File: src/rtl/commit_pkg.sv
// commit_pkg: shared instruction-buffer entry types and commit FSM states.
package commit_pkg;
  localparam int BUF_SIZE = 8;
  localparam int IDX_W = $clog2(BUF_SIZE);
  typedef logic [3:0] tag_t;
  typedef logic [IDX_W-1:0] index_t;
  typedef enum logic [1:0] {S_NOT_USED, S_WAITING, S_EXECUTING, S_EXECUTED} e_state_t;
  typedef enum logic [2:0] {ALU, MUL, LOAD, STORE, BRANCH} unit_t;
  typedef enum logic {IDLE, STORE_WAIT} commit_state_t;
  typedef struct packed {
    e_state_t    e_state;
    tag_t        tag;
    logic [5:0]  speculative_tag;
    unit_t       unit;
    logic [4:0]  dest;
    logic [31:0] result;
    logic [31:0] vk;
  } entry_t;
  function automatic logic retirable(entry_t e);
    return e.e_state == S_EXECUTED && e.speculative_tag == 6'd0;
  endfunction
endpackage

File: src/rtl/commit_if.sv
// commit_if: buffer snapshot in, register-file/release/store-memory ports out.
interface commit_if;
  import commit_pkg::*;
  entry_t [BUF_SIZE-1:0] entries_all;
  logic                  flush;
  logic [1:0]            reg_we;
  logic [1:0][4:0]       reg_waddr;
  logic [1:0][31:0]      reg_wdata;
  logic [1:0]            release_valid;
  index_t [1:0]          release_index;
  logic                  mem_req;
  logic [31:0]           mem_addr;
  logic [31:0]           mem_wdata;
  logic                  mem_ack;
  modport master (input entries_all, flush, mem_ack,
                  output reg_we, reg_waddr, reg_wdata, release_valid, release_index, mem_req, mem_addr, mem_wdata);
  modport slave (output entries_all, flush, mem_ack,
                 input reg_we, reg_waddr, reg_wdata, release_valid, release_index, mem_req, mem_addr, mem_wdata);
endinterface

File: src/rtl/commit_finder.sv
// commit_finder: locates the live buffer entries carrying each of two tags.
module commit_finder import commit_pkg::*; (
  input  entry_t [BUF_SIZE-1:0] i_entries,
  input  tag_t [1:0]            i_tag,
  output logic [1:0]            o_found,
  output index_t [1:0]          o_index,
  output entry_t [1:0]          o_entry
);
  always_comb begin
    o_found = '0;
    o_index = '0;
    o_entry = '0;
    for (int i = 0; i < BUF_SIZE; i++)
      for (int j = 0; j < 2; j++)
        if (i_entries[i].e_state != S_NOT_USED && i_entries[i].tag == i_tag[j]) begin
          o_found[j] = 1'b1;
          o_index[j] = index_t'(i);
          o_entry[j] = i_entries[i];
        end
  end
endmodule

File: src/rtl/commit.sv
// commit: in-order retirement of up to two entries per cycle, stores via a mem handshake.
module commit import commit_pkg::*; (
  input logic       clk,
  input logic       rst,
  commit_if.master  bus
);
  tag_t [1:0]       w_tag;
  logic [1:0]       w_found;
  index_t [1:0]     w_idx;
  entry_t [1:0]     w_ent;
  commit_state_t    r_state, w_state_nx;
  tag_t             r_head;
  index_t           r_st_idx;
  logic [31:0]      r_st_addr, r_st_data;
  logic             w_c0, w_st, w_r0, w_r1, w_ack, w_empty;
  logic [1:0]       w_ret, r_we, r_rv;
  logic [1:0][4:0]  r_waddr;
  logic [1:0][31:0] r_wdata;
  index_t [1:0]     r_ridx;
  assign w_tag = {r_head + tag_t'(1), r_head};
  commit_finder u_finder (
    .i_entries(bus.entries_all),
    .i_tag(w_tag),
    .o_found(w_found),
    .o_index(w_idx),
    .o_entry(w_ent)
  );
  always_comb begin
    w_empty = 1'b1;
    for (int i = 0; i < BUF_SIZE; i++) w_empty = w_empty && bus.entries_all[i].e_state == S_NOT_USED;
  end
  assign w_c0  = w_found[0] && retirable(w_ent[0]) && !bus.flush && r_state == IDLE;
  assign w_st  = w_c0 && w_ent[0].unit == STORE;
  assign w_r0  = w_c0 && w_ent[0].unit != STORE;
  assign w_r1  = w_r0 && w_found[1] && retirable(w_ent[1]) && w_ent[1].unit != STORE;
  assign w_ret = {w_r1, w_r0};
  assign w_ack = r_state == STORE_WAIT && bus.mem_ack;
  always_comb begin
    w_state_nx = r_state;
    if (w_st) w_state_nx = STORE_WAIT;
    else if (w_ack) w_state_nx = IDLE;
  end
  always_ff @(posedge clk) r_state <= rst ? IDLE : w_state_nx;
  always_ff @(posedge clk) begin
    if (rst) begin
      r_head    <= '0;
      r_we      <= '0;
      r_rv      <= '0;
      r_waddr   <= '0;
      r_wdata   <= '0;
      r_ridx    <= '0;
      r_st_idx  <= '0;
      r_st_addr <= '0;
      r_st_data <= '0;
    end else begin
      // restart at tag 0 only once the buffer has seen every release
      r_head <= (w_empty && r_state == IDLE && !(|r_rv)) ? '0
              : r_head + tag_t'(w_r0) + tag_t'(w_r1) + tag_t'(w_ack);
      for (int k = 0; k < 2; k++) begin
        r_we[k]    <= w_ret[k] && w_ent[k].dest != 5'd0;
        r_waddr[k] <= w_ret[k] ? w_ent[k].dest : 5'd0;
        r_wdata[k] <= (w_ret[k] && w_ent[k].dest != 5'd0) ? w_ent[k].result : 32'd0;
      end
      r_rv      <= {w_r1, w_r0 || w_ack};
      r_ridx[0] <= w_r0 ? w_idx[0] : w_ack ? r_st_idx : '0;
      r_ridx[1] <= w_r1 ? w_idx[1] : '0;
      if (w_st) begin
        r_st_idx  <= w_idx[0];
        r_st_addr <= w_ent[0].result;
        r_st_data <= w_ent[0].vk;
      end else if (w_ack) begin
        r_st_idx  <= '0;
        r_st_addr <= '0;
        r_st_data <= '0;
      end
    end
  end
  assign bus.reg_we        = r_we;
  assign bus.reg_waddr     = r_waddr;
  assign bus.reg_wdata     = r_wdata;
  assign bus.release_valid = r_rv;
  assign bus.release_index = r_ridx;
  assign bus.mem_req       = r_state == STORE_WAIT;
  assign bus.mem_addr      = r_st_addr;
  assign bus.mem_wdata     = r_st_data;
endmodule

File: src/flat_wrapper.sv
// flat-port wrapper written by rule: the top's interface ports become plain ports
module commit_flat import commit_pkg::*;
  (clk, rst, bus_entries_all, bus_flush, bus_mem_ack, bus_reg_we, bus_reg_waddr, bus_reg_wdata, bus_release_valid, bus_release_index, bus_mem_req, bus_mem_addr, bus_mem_wdata);
  commit_if bus_i ();
  input logic clk;
  input logic rst;
  input wire logic [$bits(bus_i.entries_all)-1:0] bus_entries_all;
  input wire logic [$bits(bus_i.flush)-1:0] bus_flush;
  input wire logic [$bits(bus_i.mem_ack)-1:0] bus_mem_ack;
  output wire logic [$bits(bus_i.reg_we)-1:0] bus_reg_we;
  output wire logic [$bits(bus_i.reg_waddr)-1:0] bus_reg_waddr;
  output wire logic [$bits(bus_i.reg_wdata)-1:0] bus_reg_wdata;
  output wire logic [$bits(bus_i.release_valid)-1:0] bus_release_valid;
  output wire logic [$bits(bus_i.release_index)-1:0] bus_release_index;
  output wire logic [$bits(bus_i.mem_req)-1:0] bus_mem_req;
  output wire logic [$bits(bus_i.mem_addr)-1:0] bus_mem_addr;
  output wire logic [$bits(bus_i.mem_wdata)-1:0] bus_mem_wdata;
  assign bus_i.entries_all = bus_entries_all;
  assign bus_i.flush = bus_flush;
  assign bus_i.mem_ack = bus_mem_ack;
  assign bus_reg_we = bus_i.reg_we;
  assign bus_reg_waddr = bus_i.reg_waddr;
  assign bus_reg_wdata = bus_i.reg_wdata;
  assign bus_release_valid = bus_i.release_valid;
  assign bus_release_index = bus_i.release_index;
  assign bus_mem_req = bus_i.mem_req;
  assign bus_mem_addr = bus_i.mem_addr;
  assign bus_mem_wdata = bus_i.mem_wdata;
  commit u_core (.clk(clk), .rst(rst), .bus(bus_i));
endmodule
File: config.mk
export PLATFORM = sky130hd
export DESIGN_NAME = commit_flat
export DESIGN_NICKNAME = d
export VERILOG_FILES = /design/src/rtl/commit_pkg.sv /design/src/rtl/commit_if.sv /design/src/rtl/commit_finder.sv /design/src/rtl/commit.sv /design/src/flat_wrapper.sv
export SDC_FILE = /design/constraint.sdc
export NUM_CORES = 1
export LEC_CHECK = 0
export ABC_AREA = 1
export CAP_MARGIN = 5
export CORE_AREA = 2 2 324 326
export CTS_CLUSTER_SIZE = 20
export DETAILED_ROUTE_END_ITERATION = 7
export DIE_AREA = 0 0 326 328
export HOLD_SLACK_MARGIN = 0.03
export PLACE_DENSITY = 0.35
export SLEW_MARGIN = 20
export SYNTH_ARGS = -nofsm -noshare
export SYNTH_HDL_FRONTEND = slang
export SYNTH_SLANG_ARGS = --single-unit
File: constraint.sdc
create_clock -name clk -period 5.1 [get_ports clk]
set_clock_uncertainty 0.15 [all_clocks]
set_input_delay 0.51 -clock clk [delete_from_list [all_inputs] [get_ports clk]]
set_output_delay 0.51 -clock clk [all_outputs]
set_load 0.02 [all_outputs]
Word-level counts from Yosys, hierarchy flattened
Index checks and enable logic that the tools add are counted. Widths: inputs -> output; s select.

Register bits after elaboration: 156. Latch bits: 0. RAM bits: 0. Memory bits (read-only): 0. Input port bits: 676. Output and inout bits: 149. Word-level logic and storage cells: 166. Memories kept: 0.

Add/sub/neg operators: 4. Multiply operators: 0. Div/mod/pow operators: 0. Magnitude comparators: 0. Equality and inequality tests: 21. Shift-type cells: 0. Multiplexer cells: 55. Bitwise operators: 5. Reductions and logical operators: 68.

Operators by type and width (number): $mux 84 (16); $mux 32 (3); $eq 4x4->1 (16); $mux 3 (16); $logic_and 1x1->1 (38); $mux 1 (20); $reduce_bool 2->1 (9); $logic_not 2->1 (8); $add 4x1->4 (3); $logic_not 6->1 (2); $reduce_or 2->1 (6); $reduce_bool 5->1 (2); $ne 3x2->1 const B (2); $not 1->1 (5); $add 4x1->4 const B (1); $eq 2x2->1 const B (2); $eq 3x2->1 const B (1); $logic_not 1->1 (2); $logic_or 1x1->1 (1).

Depth between registers and ports, before layout
Gate-level depths: netlist of the first run.

Depth after elaboration: 22. Depth in mapped cells: 29. Gate-level depth less buffers: 27.

By module
From an unflattened synthesis of the first run, not the netlist that was laid out.

Cells, all modules: 4254. Area total of the unflattened synthesis: 21466.8 sq um.

By module, submodules not included: commit_finder (instances 1, cells each 3598, area an instance 15996.6 sq um, seq. area each 0.0 sq um); commit (instances 1, cells each 656, area an instance 5470.2 sq um, seq. area each 3123.0 sq um).

Worst setup path after synthesis of the first run
Ideal clock, no wire load.

Kind: flip-flop to flip-flop. From: register u_core.r_head[0]. To: register u_core.r_head[2]. Setup time: 0.138 ns. Data arrival time: 3.312 ns. Required time: 4.812 ns. Path slack: 1.500 ns. Cell stages (with the launch flop): 25. Path buffers: 1. Clock period less this slack: 3.600 ns. Path through: dfxtp_1 ha_1 buf_2 xnor2_1 nand4_1 nor2_1 nand2_1 nand2_1 nand2_2 nor2_1 nand2_1 nand2_1 nand2_1 nand2_1 nand2_1 nand2_1 nand2_1 nand3_1 o21ai_0 ha_1 ha_1 inv_1 fa_1 xor2_1 nor2_1.

Cells in the longest elaborated chain, start to end: 21. Elaborated cells on any way between the ends: 83. Those cells by class: 4 x add/sub; 20 x eq/ne; 32 x mux; 27 x reduce/logical.

RTL lines: start: declaration (line commit.sv:12) `tag_t r_head;`; start signal: assignment (line commit.sv:57) `r_head <= (w_empty && r_state == IDLE && !(|r_rv)) ? '0`; branches (longest 19 deep; another with $mux 84); $add 4x1->4 * (2 in a row) (line commit.sv:58) `: r_head + tag_t'(w_r0) + tag_t'(w_r1) + tag_t'(w_ack);`.

Mark *: on every way between the ends. A chain may end at the register's enable or synchronous reset.

Worst setup path after layout of the first run
From: register u_core.r_head[1]. To: register u_core.r_head[1].

The elaborated chain is that of the path after synthesis.

==> impl_metrics.env, run 1 <==
export IMPL_status="completed"
export IMPL_final_layout_size_suffix_gt1_share_pct=6.36
export IMPL_clockBufferDepth=2
export IMPL_groute_layer_met3_usage_pct=5.89
export IMPL_mostFrequentLayoutCell="sky130_fd_sc_hd__clkdlybuf4s50_1"
export IMPL_tritoncts_num_buffers=17
export IMPL_timing_final_crit_share_pct=83.6
export IMPL_clock_latency_at_the_later_pin_of_the_worst_skew_pair_ps=470
export IMPL_layout_common_cells="sky130_fd_sc_hd__clkdlybuf4s50_1, sky130_fd_sc_hd__nand2_1, sky130_fd_sc_hd__nand3_1, sky130_fd_sc_hd__o21ai_0, sky130_fd_sc_hd__nor2_1"
export IMPL_path_clk_slew_ps=70
export IMPL_worst_setup_path_type="reg2reg"
export IMPL_timing_final_max_slew_violations=0
export IMPL_syn_inst=2760
export IMPL_achievable_frequency_mhz=234
export IMPL_core_um2=103000
export IMPL_timing_final_crit_period_ps=4270
export IMPL_rsz0062_at_grt="false"
export IMPL_use_met2_pct=45.8
export IMPL_floorplan_die_height_um=328
export IMPL_sequential_cell_area_um2=3120
export IMPL_wire_length_of_the_first_global_routing_pass_mm=181
export IMPL_setup_violations=0
export IMPL_placed_cell_area_um2=25100
export IMPL_n_fill_cell=11800
export IMPL_post_cts_setup_buffer_count=0
export IMPL_synth_ff_latch_count=156
export IMPL_postSynthAreaPerCell_um2=5.59
export IMPL_tightest_slew_ps=1070
export IMPL_cts_num_sinks=156
export IMPL_worstPathArrival_ps=4520
export IMPL_grt_busiest_layer="met2"
export IMPL_setup_total_negative_slack_ps=0
export IMPL_place_port_buffers=824
export IMPL_htreeDepth=4
export IMPL_ys_types=46
export IMPL_placementRows=118
export IMPL_cts_hold_buf=0
export IMPL_flow_area_growth_from_synthesis_pct=67.1
export IMPL_dr_pass1_iters=8
export IMPL_finalHoldViolations=0
export IMPL_synth_yosys_seq_area_share_pct=20.3
export IMPL_drv_cap=0
export IMPL_post_route_drc_count=0
export IMPL_leakage_uw=0.0104
export IMPL_top_level_ports=825
export IMPL_post_route_cell_area_um2=25800
export IMPL_synth_ff_type="sky130_fd_sc_hd__dfxtp_1"
export IMPL_ctsRootBufferMaster="sky130_fd_sc_hd__clkbuf_16"
export IMPL_synth_edf_count=0
export IMPL_num_vias=22200
export IMPL_dpl_hpwl_mm=107
export IMPL_synth_yosys_warnings=0
export IMPL_globalRoute_totalOverflow=0
export IMPL_crit_required_ps=5360
export IMPL_route_final_wire_length_mm=133
export IMPL_grt_met1_usage_pct=25.4
export IMPL_slew_limit_headroom_pct=28.6
export IMPL_power_per_cell_area_nw_per_um2=159
export IMPL_tritoncts="done"
export IMPL_grt_pass1_vias=22600
export IMPL_pin_count_of_the_biggest_net_entering_global_routing=90
export IMPL_multiInputGateArea_um2=10500
export IMPL_timing_critical_path_from_type="register"
export IMPL_power_ir_vdd_worst_mv=0.239
export IMPL_synthesis_nets=3441
export IMPL_post_synth_instance_area_um2=15400
export IMPL_final_nets=4125
export IMPL_ant_nets=0
export IMPL_routed_via_density=4.56
export IMPL_die_area_um2=107000
export IMPL_post_cts_resize_count=0
export IMPL_asyncSetResetFlopFracSynth_pct=0
export IMPL_dr_iter_0_viols=1533
export IMPL_crit_path_max_fanout=14
export IMPL_gpl_final_weighted_congestion=0.870
export IMPL_initial_utilization_pct=14.9
export IMPL_number_of_antenna_violations_at_the_first_check_in_global_routing=44
export IMPL_gr_usage_all_layers_pct=23.9
export IMPL_end_kind="register"
export IMPL_die_width_um=326
export IMPL_routed_wire_length_per_instance_um=27.4
export IMPL_min_path_type="reg2reg"
[metrics by stage]
step                utilization, %  instances  setup WS, ps  total power (uW)  hold WS, ps
detailed placement            24.3       4805           579              2800          325
finish                        25.0       4859           834              4110          333
CTS                           24.9       4837           841              4190          335
global route                  24.9       4846           535              4320          352
global placement              24.3       4805           573              2800          321
floorplan                        -       2760          1500              1780          307
[worst max-delay path, stage by stage (launching register included)]
cell                      delay (ps)
sky130_fd_sc_hd__dfxtp_1         330
sky130_fd_sc_hd__ha_1            510
sky130_fd_sc_hd__buf_4           240
sky130_fd_sc_hd__xnor2_1         120
sky130_fd_sc_hd__nand3_1         100
sky130_fd_sc_hd__nor2_2          160
sky130_fd_sc_hd__nand2_2         280
sky130_fd_sc_hd__nand2_1         160
sky130_fd_sc_hd__inv_1            50
sky130_fd_sc_hd__nand2_1          70
sky130_fd_sc_hd__nand2_1          50
sky130_fd_sc_hd__nand2_1          50
sky130_fd_sc_hd__nand2_1          50
sky130_fd_sc_hd__nand2_1          70
sky130_fd_sc_hd__nand2_1          70
sky130_fd_sc_hd__nor2_1          140
sky130_fd_sc_hd__nand2_1          70
sky130_fd_sc_hd__nand2_1          60
sky130_fd_sc_hd__nand3_1          90
sky130_fd_sc_hd__o21ai_0         260
sky130_fd_sc_hd__ha_1            290
sky130_fd_sc_hd__ha_1            210
sky130_fd_sc_hd__inv_1            70
sky130_fd_sc_hd__fa_1            410
sky130_fd_sc_hd__nor2_1          110
[final cells by class]
type | count | share of cell area [%]
Clock inverter | 14 | 0.554
Antenna cell | 22 | 0.214
Sequential cell | 156 | 12.1
Clock buffer | 18 | 1.70
Timing Repair Buffer | 899 | 34.6
Inverter | 238 | 3.49
Tap cell | 1380 | 6.70
Multi-Input combinational cell | 2132 | 40.6
[per-layer routing]
layer / vias up / share of wire (%)
met3: 139 / 6.5
met2: 814 / 53
li1: 10700 / -
met5: - / 0.19
met1: 10500 / 37
met4: 38 / 3.0
[cell usage after synthesis, types with 5 or more instances]
cell	count	area [um^2]
sky130_fd_sc_hd__nand2_1	740	2780
sky130_fd_sc_hd__nand3_1	296	1480
sky130_fd_sc_hd__o21ai_0	245	1230
sky130_fd_sc_hd__nor2_1	230	863
sky130_fd_sc_hd__inv_1	229	860
sky130_fd_sc_hd__a21oi_1	157	786
sky130_fd_sc_hd__dfxtp_1	156	3120
sky130_fd_sc_hd__clkbuf_1	132	495
sky130_fd_sc_hd__nand4_1	74	463
sky130_fd_sc_hd__nor3_1	71	355
sky130_fd_sc_hd__buf_2	67	335
sky130_fd_sc_hd__a31oi_1	65	407
sky130_fd_sc_hd__or2_2	44	275
sky130_fd_sc_hd__a311oi_1	34	298
sky130_fd_sc_hd__o22ai_1	34	213
sky130_fd_sc_hd__o221ai_1	33	289
sky130_fd_sc_hd__xor2_1	22	193
sky130_fd_sc_hd__buf_1	19	71.3
sky130_fd_sc_hd__buf_4	11	82.6
sky130_fd_sc_hd__nand2_2	10	62.6
sky130_fd_sc_hd__nor3_2	10	100
sky130_fd_sc_hd__xnor2_1	10	87.6
sky130_fd_sc_hd__inv_2	9	33.8
sky130_fd_sc_hd__nor2_2	7	43.8
sky130_fd_sc_hd__o21ai_1	7	35.0
sky130_fd_sc_hd__a211oi_1	6	45.0
sky130_fd_sc_hd__buf_6	5	56.3
sky130_fd_sc_hd__o211ai_1	5	37.5
[path summary, 6_finish.rpt]
kind / from / to / slack [ps] / cells past startpoint
max: u_core.r_head[1]$_SDFF_PP0_ / u_core.r_head[1]$_SDFF_PP0_ / 830 / 24
min: u_core.bus.mem_wdata[3]$_SDFFE_PP0P_ / u_core.bus.mem_wdata[3]$_SDFFE_PP0P_ / 330 / 2
max reg2reg: u_core.r_head[1]$_SDFF_PP0_ / u_core.r_head[1]$_SDFF_PP0_ / 830 / 24
min reg2reg: u_core.bus.mem_wdata[3]$_SDFFE_PP0P_ / u_core.bus.mem_wdata[3]$_SDFFE_PP0P_ / 330 / 2
[state kept, by name, indices dropped and copies added, names as in the netlist]
register / cells
u_core.bus.mem_wdata: 32
u_core.bus.mem_addr: 32
u_core.bus.release_index: 6
u_core.bus.release_valid: 2
u_core.r_head: 4
u_core.bus.reg_waddr: 10
u_core.bus.reg_we: 2
u_core.bus.reg_wdata: 64
u_core.bus.mem_req: 1
u_core.r_st_idx: 3
[report_power, final]
group,switching [uW],internal (uW),total [uW]
Sequential,1.29,1220,1220
Clock,692,667,1360
Combinational,835,695,1530
[logic make-up after synthesis]
group | share of synthesized area (%)
simple gates | 42.7
compound gates | 22.0
buf+inv | 12.5
flops | 20.3
xor+xnor | 2.03
fa+ha+maj | 0.455
(Power assumes the default switching activity.)
==> inputs of run 2 (changes only) <==
--- a/config.mk
+++ b/config.mk
@@ -7,12 +7,12 @@
 export LEC_CHECK = 0
 export ABC_AREA = 1
 export CAP_MARGIN = 5
-export CORE_AREA = 2 2 324 326
+export CORE_AREA = 2 2 321 323
 export CTS_CLUSTER_SIZE = 20
 export DETAILED_ROUTE_END_ITERATION = 7
-export DIE_AREA = 0 0 326 328
+export DIE_AREA = 0 0 323 325
 export HOLD_SLACK_MARGIN = 0.03
-export PLACE_DENSITY = 0.35
+export PLACE_DENSITY = 0.36
 export SLEW_MARGIN = 20
 export SYNTH_ARGS = -nofsm -noshare
 export SYNTH_HDL_FRONTEND = slang
==> constraint.sdc (replaced) <==
create_clock -name clk -period 3.6 [get_ports clk]
set_clock_uncertainty 0.15 [all_clocks]
set_input_delay 0.36 -clock clk [delete_from_list [all_inputs] [get_ports clk]]
set_output_delay 0.36 -clock clk [all_outputs]
set_load 0.02 [all_outputs]
==> impl_metrics.env, run 2 (same netlist as run 1, synthesis figures left out) <==
export IMPL_seq_power_share_pct=28.8
export IMPL_tightest_slew_ps=956
export IMPL_dr_iter_0_viols=1512
export IMPL_power_per_cell_area_nw_per_um2=215
export IMPL_tritoncts_num_buffers=17
export IMPL_core_um2=101000
export IMPL_htreeDepth=4
export IMPL_floorplan_die_height_um=325
export IMPL_critical_path_slowest_cell="sky130_fd_sc_hd__fa_2"
export IMPL_grt_pass1_vias=23200
export IMPL_total_switching_power_uw=2170
export IMPL_hold_path_startpoint="u_core.bus.mem_wdata[28]$_SDFFE_PP0P_"
export IMPL_routed_wire_length_per_instance_um=25.8
export IMPL_number_of_antenna_violations_at_the_first_check_in_global_routing=56
export IMPL_rsz0062_at_grt="true"
export IMPL_worst_setup_path_type="reg2reg"
export IMPL_largest_register_ffs=64
export IMPL_slowest_delay_ps=410
export IMPL_status="completed"
export IMPL_layoutNonFillerInstCount=5076
export IMPL_top_level_ports=825
export IMPL_die_area_um2=105000
export IMPL_power_ir_vdd_worst_mv=0.363
export IMPL_mostFrequentLayoutCell="sky130_fd_sc_hd__clkdlybuf4s50_1"
export IMPL_final_layout_size_suffix_gt1_share_pct=13.1
export IMPL_ctsRootBufferMaster="sky130_fd_sc_hd__clkbuf_16"
export IMPL_timing_final_crit_share_pct=97.7
export IMPL_timing_critical_path_from_type="register"
export IMPL_clock_latency_at_the_later_pin_of_the_worst_skew_pair_ps=470
export IMPL_slew_limit_headroom_pct=36.3
export IMPL_worst_hold_path_endpoint="u_core.bus.mem_wdata[28]$_SDFFE_PP0P_"
export IMPL_timing_rr_start="u_core.r_head[1]$_SDFF_PP0_"
export IMPL_timing_final_crit_period_ps=3520
export IMPL_setup_violations=0
export IMPL_end_kind="register"
export IMPL_num_vias=23000
export IMPL_post_route_drc_count=0
export IMPL_rr_worst_depth=17
export IMPL_post_route_worst_setup_slack_ps=81.7
export IMPL_clockBufferDepth=2
export IMPL_fraction_of_power_consumed_by_combinational_cells_pct=39.8
export IMPL_place_port_buffers=824
export IMPL_routed_via_density=4.52
export IMPL_ant_nets=0
export IMPL_place_inst=4995
export IMPL_timing_final_max_slew_violations=0
export IMPL_tritoncts="done"
export IMPL_cellInternalPower_uw=3830
export IMPL_route_final_wire_length_mm=131
export IMPL_dpl_hpwl_mm=107
export IMPL_finalHoldViolations=0
export IMPL_gr_usage_all_layers_pct=23.9
export IMPL_path_common_cell="sky130_fd_sc_hd__ha_4"
export IMPL_timing_critical_path_cells="ha_4, buf_4, or2_2, o2111ai_2, nor3_2, buf_12, inv_2, nand2_1, nor2_1, a21oi_1, nand3_2, o21ai_4, ha_4, ha_4, inv_4, fa_2, nor2_1"
export IMPL_share_clk_of_total_power_pct=31.4
export IMPL_worstHoldPathCells=2
export IMPL_crit_required_ps=3860
export IMPL_wire_length_of_the_first_global_routing_pass_mm=177
export IMPL_reg2reg_setup_slack_ps=80
export IMPL_path_clk_slew_ps=70
export IMPL_initial_utilization_pct=15.2
export IMPL_gpl_final_weighted_congestion=0.881
export IMPL_dr_pass1_iters=6
export IMPL_flow_area_growth_from_synthesis_pct=81.3
export IMPL_die_width_um=323
export IMPL_critical_path_reg2reg_endpoint="u_core.r_head[1]$_SDFF_PP0_"
export IMPL_final_nets=4349
export IMPL_placementRows=117
export IMPL_globalRoute_totalOverflow=0
export IMPL_fin_util_pct=27.6
export IMPL_layout_common_cells="sky130_fd_sc_hd__clkdlybuf4s50_1, sky130_fd_sc_hd__nand2_1, sky130_fd_sc_hd__nand3_1, sky130_fd_sc_hd__buf_4, sky130_fd_sc_hd__o21ai_0"
export IMPL_drv_cap=0
export IMPL_leakage_uw=0.0116
export IMPL_crit_path_max_fanout=8
export IMPL_setup_total_negative_slack_ps=0
export IMPL_worstPathArrival_ps=3780
export IMPL_min_path_type="reg2reg"
export IMPL_achievable_frequency_mhz=284
export IMPL_detailedPlace_worstSlack_ps=-545
export IMPL_cts_num_sinks=156
export IMPL_net_switching_share_of_the_total_power_pct=36.2
export IMPL_pin_count_of_the_biggest_net_entering_global_routing=70
==> run 2: critical path: cells and delay by family, from the launching register on <==
family / cells / cell delay, ps
AO/OA/AOI/OAI: 3 / 510
adder cells (fa/ha/maj): 4 / 1190
AND/OR/NAND/NOR: 6 / 800
buffers and inverters: 4 / 410
flip-flops: 1 / 360
==> run 2: layout make-up <==
type	instances	area (um^2)
Clock inverter	14	144
Inverter	238	913
Antenna cell	27	67.6
Multi-Input combinational cell	2134	10700
Sequential cell	156	3130
Timing Repair Buffer	1121	10800
Tap cell	1368	1710
Clock buffer	18	439
Fill cell	11700	73400
==> run 2: metal layers <==
| metal | up-vias | global-route usage [%] | part of all wire, % |
|---|---|---|---|
| met4 | 48 | 11.1 | 4.2 |
| met5 | - | 0 | 0.24 |
| met3 | 184 | 6.48 | 7.2 |
| li1 | 11100 | - | - |
| met2 | 870 | 44.9 | 52 |
| met1 | 10700 | 24.2 | 36 |
==> run 2: how the worst max path moves through the flow <==
stage                                           start                     endpoint
after floorplan           u_core.r_head[0]$_SDFF_PP0_  u_core.r_head[2]$_SDFF_PP0_
after global placement           bus_entries_all[500]  u_core.r_head[1]$_SDFF_PP0_
after detailed placement         bus_entries_all[501]  u_core.r_head[1]$_SDFF_PP0_
after CTS                 u_core.r_head[1]$_SDFF_PP0_  u_core.r_head[1]$_SDFF_PP0_
after global routing      u_core.r_head[1]$_SDFF_PP0_  u_core.r_head[1]$_SDFF_PP0_
final                     u_core.r_head[1]$_SDFF_PP0_  u_core.r_head[1]$_SDFF_PP0_
==> run 2: metrics by stage <==
step           total power, uW  area, um^2  hold WS (ps)
6_report                  6000       27900           333
4_1_cts                   6080       27600           335
3_5_place_dp              4130       26800           324
2_1_floorplan             2520       15400           307
5_1_grt                   6310       27900           351
3_3_place_gp              4140       26800           322
==> run 2: power by group through the flow <==
stage,registers [uW],clock network [uW],logic (uW)
after floorplan,1770,0,750
after global placement,1770,0,2370
after detailed placement,1770,0,2360
after CTS,1730,1950,2400
after global routing,1730,2010,2570
final,1730,1890,2390
==> run 2: timing repair <==
action	4_1_cts	5_1_grt
cloned	1	1
hold buffers	1	0
endpoints found under the hold margin	9	0
pin swaps	9	29
setup endpoints to repair	119	131
resized for setup	35	55
setup buffers	11	10
==> RTL change 1, RTL diff (config.mk and constraints of run 2) <==
Make the reset (`rst`) asynchronous in one clocked block.
--- a/src/rtl/commit.sv
+++ b/src/rtl/commit.sv
@@ -41,7 +41,7 @@
     else if (w_ack) w_state_nx = IDLE;
   end
   always_ff @(posedge clk) r_state <= rst ? IDLE : w_state_nx;
-  always_ff @(posedge clk) begin
+  always_ff @(posedge clk or posedge rst) begin
     if (rst) begin
       r_head    <= '0;
       r_we      <= '0;
Behaviour: differs if rst is asserted again (counterexample within 4 cycles, from zero or initial values and one cycle with rst high); with rst held inactive, the same outputs for 4 cycles.
==> RTL change 1 against run 2 <==
  * The run now ends with setup timing left
  * Hold slack worse by 130 ps
  * Routed wire length decreased by 2.7%
  * Synthesized area increased by 1.6%
  * Worst setup slack worse by 500 ps
  * Sequential cell count stayed put
  * Final area rose by 2.5%
Power is not compared: it rests on default switching activity, and its combinational part moved more than twofold at a synthesized area within 25%.
==> RTL change 1: results (changes against run 2) <==
metric	value	unit	change
# clk buffers	19		+1
placed insts	4902		-1.9%
post-synthesis adder-cell area fraction	0.495	%	+0.041 points
number of diodes	7		-74%
first-pass GRT wire length	172	mm	-3.0%
xor/xnor cell area share of the yosys netlist	1.34	%	-0.69 points
Final Setup Violations	19		+19
fraction of area in registers	13.6	%	+2.4 points
top cells by count, synth	680 x nand2_1, 407 x o21ai_0, 251 x nand3_1		
Non-clk invs	248		+4.2%
fraction of area in multi-input gates	36.0	%	-2.4 points
Post-CTS Resized	50		+43%
DP Worst Slack	-764	ps	-219 ps
Synth area leaders	dfrtp_1 25%, nand2_1 16%, o21ai_0 13%		
Final Core Density	28.3	%	+0.69 points
via count	22600		-1.5%
fin nets	4295		-1.2%
asr flop ratio synth	99.4	%	+99 points
clock latency on the worst-skew pair	490	ps	+20 ps
Fin Setup TNS	-1320	ps	-1320 ps
Placement Cell Area	26900	sq um	+0.30%
Synth Area in Compound Gates	24.7	%	+2.8 points
DP HPWL	97.6	mm	-8.5%
largest net degree at the start of global routing	69		-1.4%
Met1 Wirelength	51.4	mm	+9.0%
final wirelength	127	mm	-2.7%
TritonRoute pass-1 iters	5		-1
post-CTS setup buffer count	16		+5
library cells used by synthesis	48		+4.3%
DR WL met3	8.15	mm	-13%
met2 usage	42.1	%	-2.7 points
metal2 WL	64.8	mm	-5.5%
Synth Instances	2654		-3.8%
non-clk buf share	38.8	%	+0.14 points
failing checks	setup timing		
CP Max Fanout	6		-2
max incr delay on CP	520	ps	+110 ps
Filler cells	11500		-1.3%
GRT Total Usage	23.0	%	-0.94 points
GR Layer Usage met3	5.33	%	-1.2 points
Min-Delay Path Class	input pin to async pin		
outcome	complete, but fails checks		
Worst-Margin Slew	910	ps	-45.8 ps
Final WS setup	-420	ps	-501 ps
Mapped Nets	3335		-3.1%
number of global-route vias before repair	22800		-2.0%
share of cells above drive strength 1	14.3	%	+1.2 points
Multi-input gate area	10300	sq um	-3.9%
RTL change 1: cell count changes in the layout (fill, tap and decap cells not counted), sizes merged, moves of 31 or more:
cell	change
a211oi	+32
a21oi	-96
a22oi	+33
a311oi	-34
dfrtp	+155
dfxtp	-155
nand2	-49
nand3	-46
nand4	-65
nor2	+31
o21ai	+196
o22ai	-31
or2	-35
RTL change 1: path summary, 6_finish.rpt:
check / to / slack (ps) / start / cells past startpoint
worst max-delay path: u_core.r_head[1] / -420 / u_core.r_head[1] / 25
worst min-delay path: u_core.bus.mem_wdata[31] / 200 / rst / 3
worst min register to register: u_core.bus.mem_wdata[1] / 350 / u_core.bus.mem_wdata[1] / 2
min in group clk: u_core.bus.mem_req / 340 / rst / 2
max in group asynchronous: u_core.bus.mem_addr[1] / 2410 / rst / 3
worst max register to register: u_core.r_head[1] / -420 / u_core.r_head[1] / 25
==> RTL change 2, RTL diff (flow settings as in run 2) <==
Made on the original files. `BUF_SIZE`: 8 -> 4.
--- a/src/rtl/commit_pkg.sv
+++ b/src/rtl/commit_pkg.sv
@@ -1,6 +1,6 @@
 // commit_pkg: shared instruction-buffer entry types and commit FSM states.
 package commit_pkg;
-  localparam int BUF_SIZE = 8;
+  localparam int BUF_SIZE = 4;
   localparam int IDX_W = $clog2(BUF_SIZE);
   typedef logic [3:0] tag_t;
   typedef logic [IDX_W-1:0] index_t;
Interface: changed (resized bus_entries_all and bus_release_index); port bits go from 825 to 487. The function was not compared with the original's and may differ.
==> RTL change 2 against run 2 <==
  * Worst setup slack improved by 230 ps
  * Global-route usage decreased by 12 points
  * Synthesized area down 37%
  * Sequential power decreased by 2%
  * First-iteration DRC count shrank 62%
  * Sequential cell count fell by 3
  * Via count is 48% lower
  * Final cell count fell by 33%
  * Routed wire length is 51% lower
  * Hold slack lost 140 ps
  * Final area down 39%
  * Total power shrank 24%
  * Sequential share of layout area increased by 6.8 points
  * Largest power group is now clock
  * Highest routed layer unchanged
==> RTL change 2: results (changes against run 2) <==
metric	value	unit	change
outcome	completed		
initial antenna violation count	7		-88%
Max IR drop VDD	0.354	mV	-2.7%
IO buf count	486		-41%
hold path start	rst		
Worst path slowest cell	ha_2		
GRT Total Usage	12.1	%	-12 points
met2 usage	21.0	%	-24 points
worst endpoint data arrival time	3570	ps	-210 ps
Post-CTS Resized	0		-100%
Worst Setup EP	u_core.r_head[2]		
Internal	3180	uW	-17%
post-CTS setup buffer count	0		-11
Leakage	0.00617	uW	-47%
max incr delay on CP	440	ps	+30 ps
largest net degree at the start of global routing	52		-26%
reg-to-reg setup timing slack	320	ps	+230 ps
Synth area leaders	dfxtp_1 32%, nand2_1 19%, a21oi_1 8.7%		
register area share after synthesis	31.8	%	+12 points
hold worst-path end	u_core.bus.mem_wdata[23]		
TritonRoute pass-1 iters	7		+1
top cells by count, synth	493 x nand2_1, 168 x a21oi_1, 157 x nor2_1		
met1 Track Usage GR	14.1	%	-10 points
clock latency on the worst-skew pair	500	ps	+30 ps
DP Worst Slack	10.1	ps	+555 ps
number of global-route vias before repair	12600		-46%
CP Max Fanout	5		-3
library cells used by synthesis	41		-11%
power share of the clock group	44.7	%	+13 points
share of cells above drive strength 1	9.74	%	-3.4 points
fin nets	2365		-46%
Period minus WS final	3280	ps	-235 ps
DR WL met3	5.17	mm	-45%
Slew Limit Headroom	48.3	%	+12 points
final wirelength	63.9	mm	-51%
first-pass GRT wire length	90.0	mm	-49%
DP HPWL	49.1	mm	-54%
Mapped Nets	1884		-45%
Comb pwr share	18.2	%	-22 points
Sw Ratio	30.2	%	-6.0 points
-- RTL change 2: through the flow --
stage / instance area (sq um) / hold slack, ps / instances
after global placement: 16400 / 318 / 3369
after floorplan: 9640 / 304 / 1539
after global routing: 17000 / 184 / 3401
final: 17000 / 191 / 3402
after CTS: 17000 / 161 / 3401
after detailed placement: 16400 / 325 / 3369
-- RTL change 2: cells by family (layout without fill, tap and decap cells) --
logic type	count (synthesis)	count (layout)	share of synthesized area (%)
simple gates	895	895	42.2
xor+xnor	7	7	0.636
fa+ha+maj	5	5	0.805
other cells	0	1	0
flops	153	153	31.8
buf+inv	222	716	10.5
compound gates	257	257	14.1
-- RTL change 2: final cells by class --
| class | instances | area (sq um) |
|---|---|---|
| multi-input combinational | 1164 | 5630 |
| antenna | 1 | 2.50 |
| timing repair buffer | 561 | 5530 |
| clock inverter | 15 | 180 |
| fill | 11700 | 84300 |
| inverter | 123 | 468 |
| sequential | 153 | 3060 |
| tap | 1368 | 1710 |
| clock buffer | 17 | 425 |
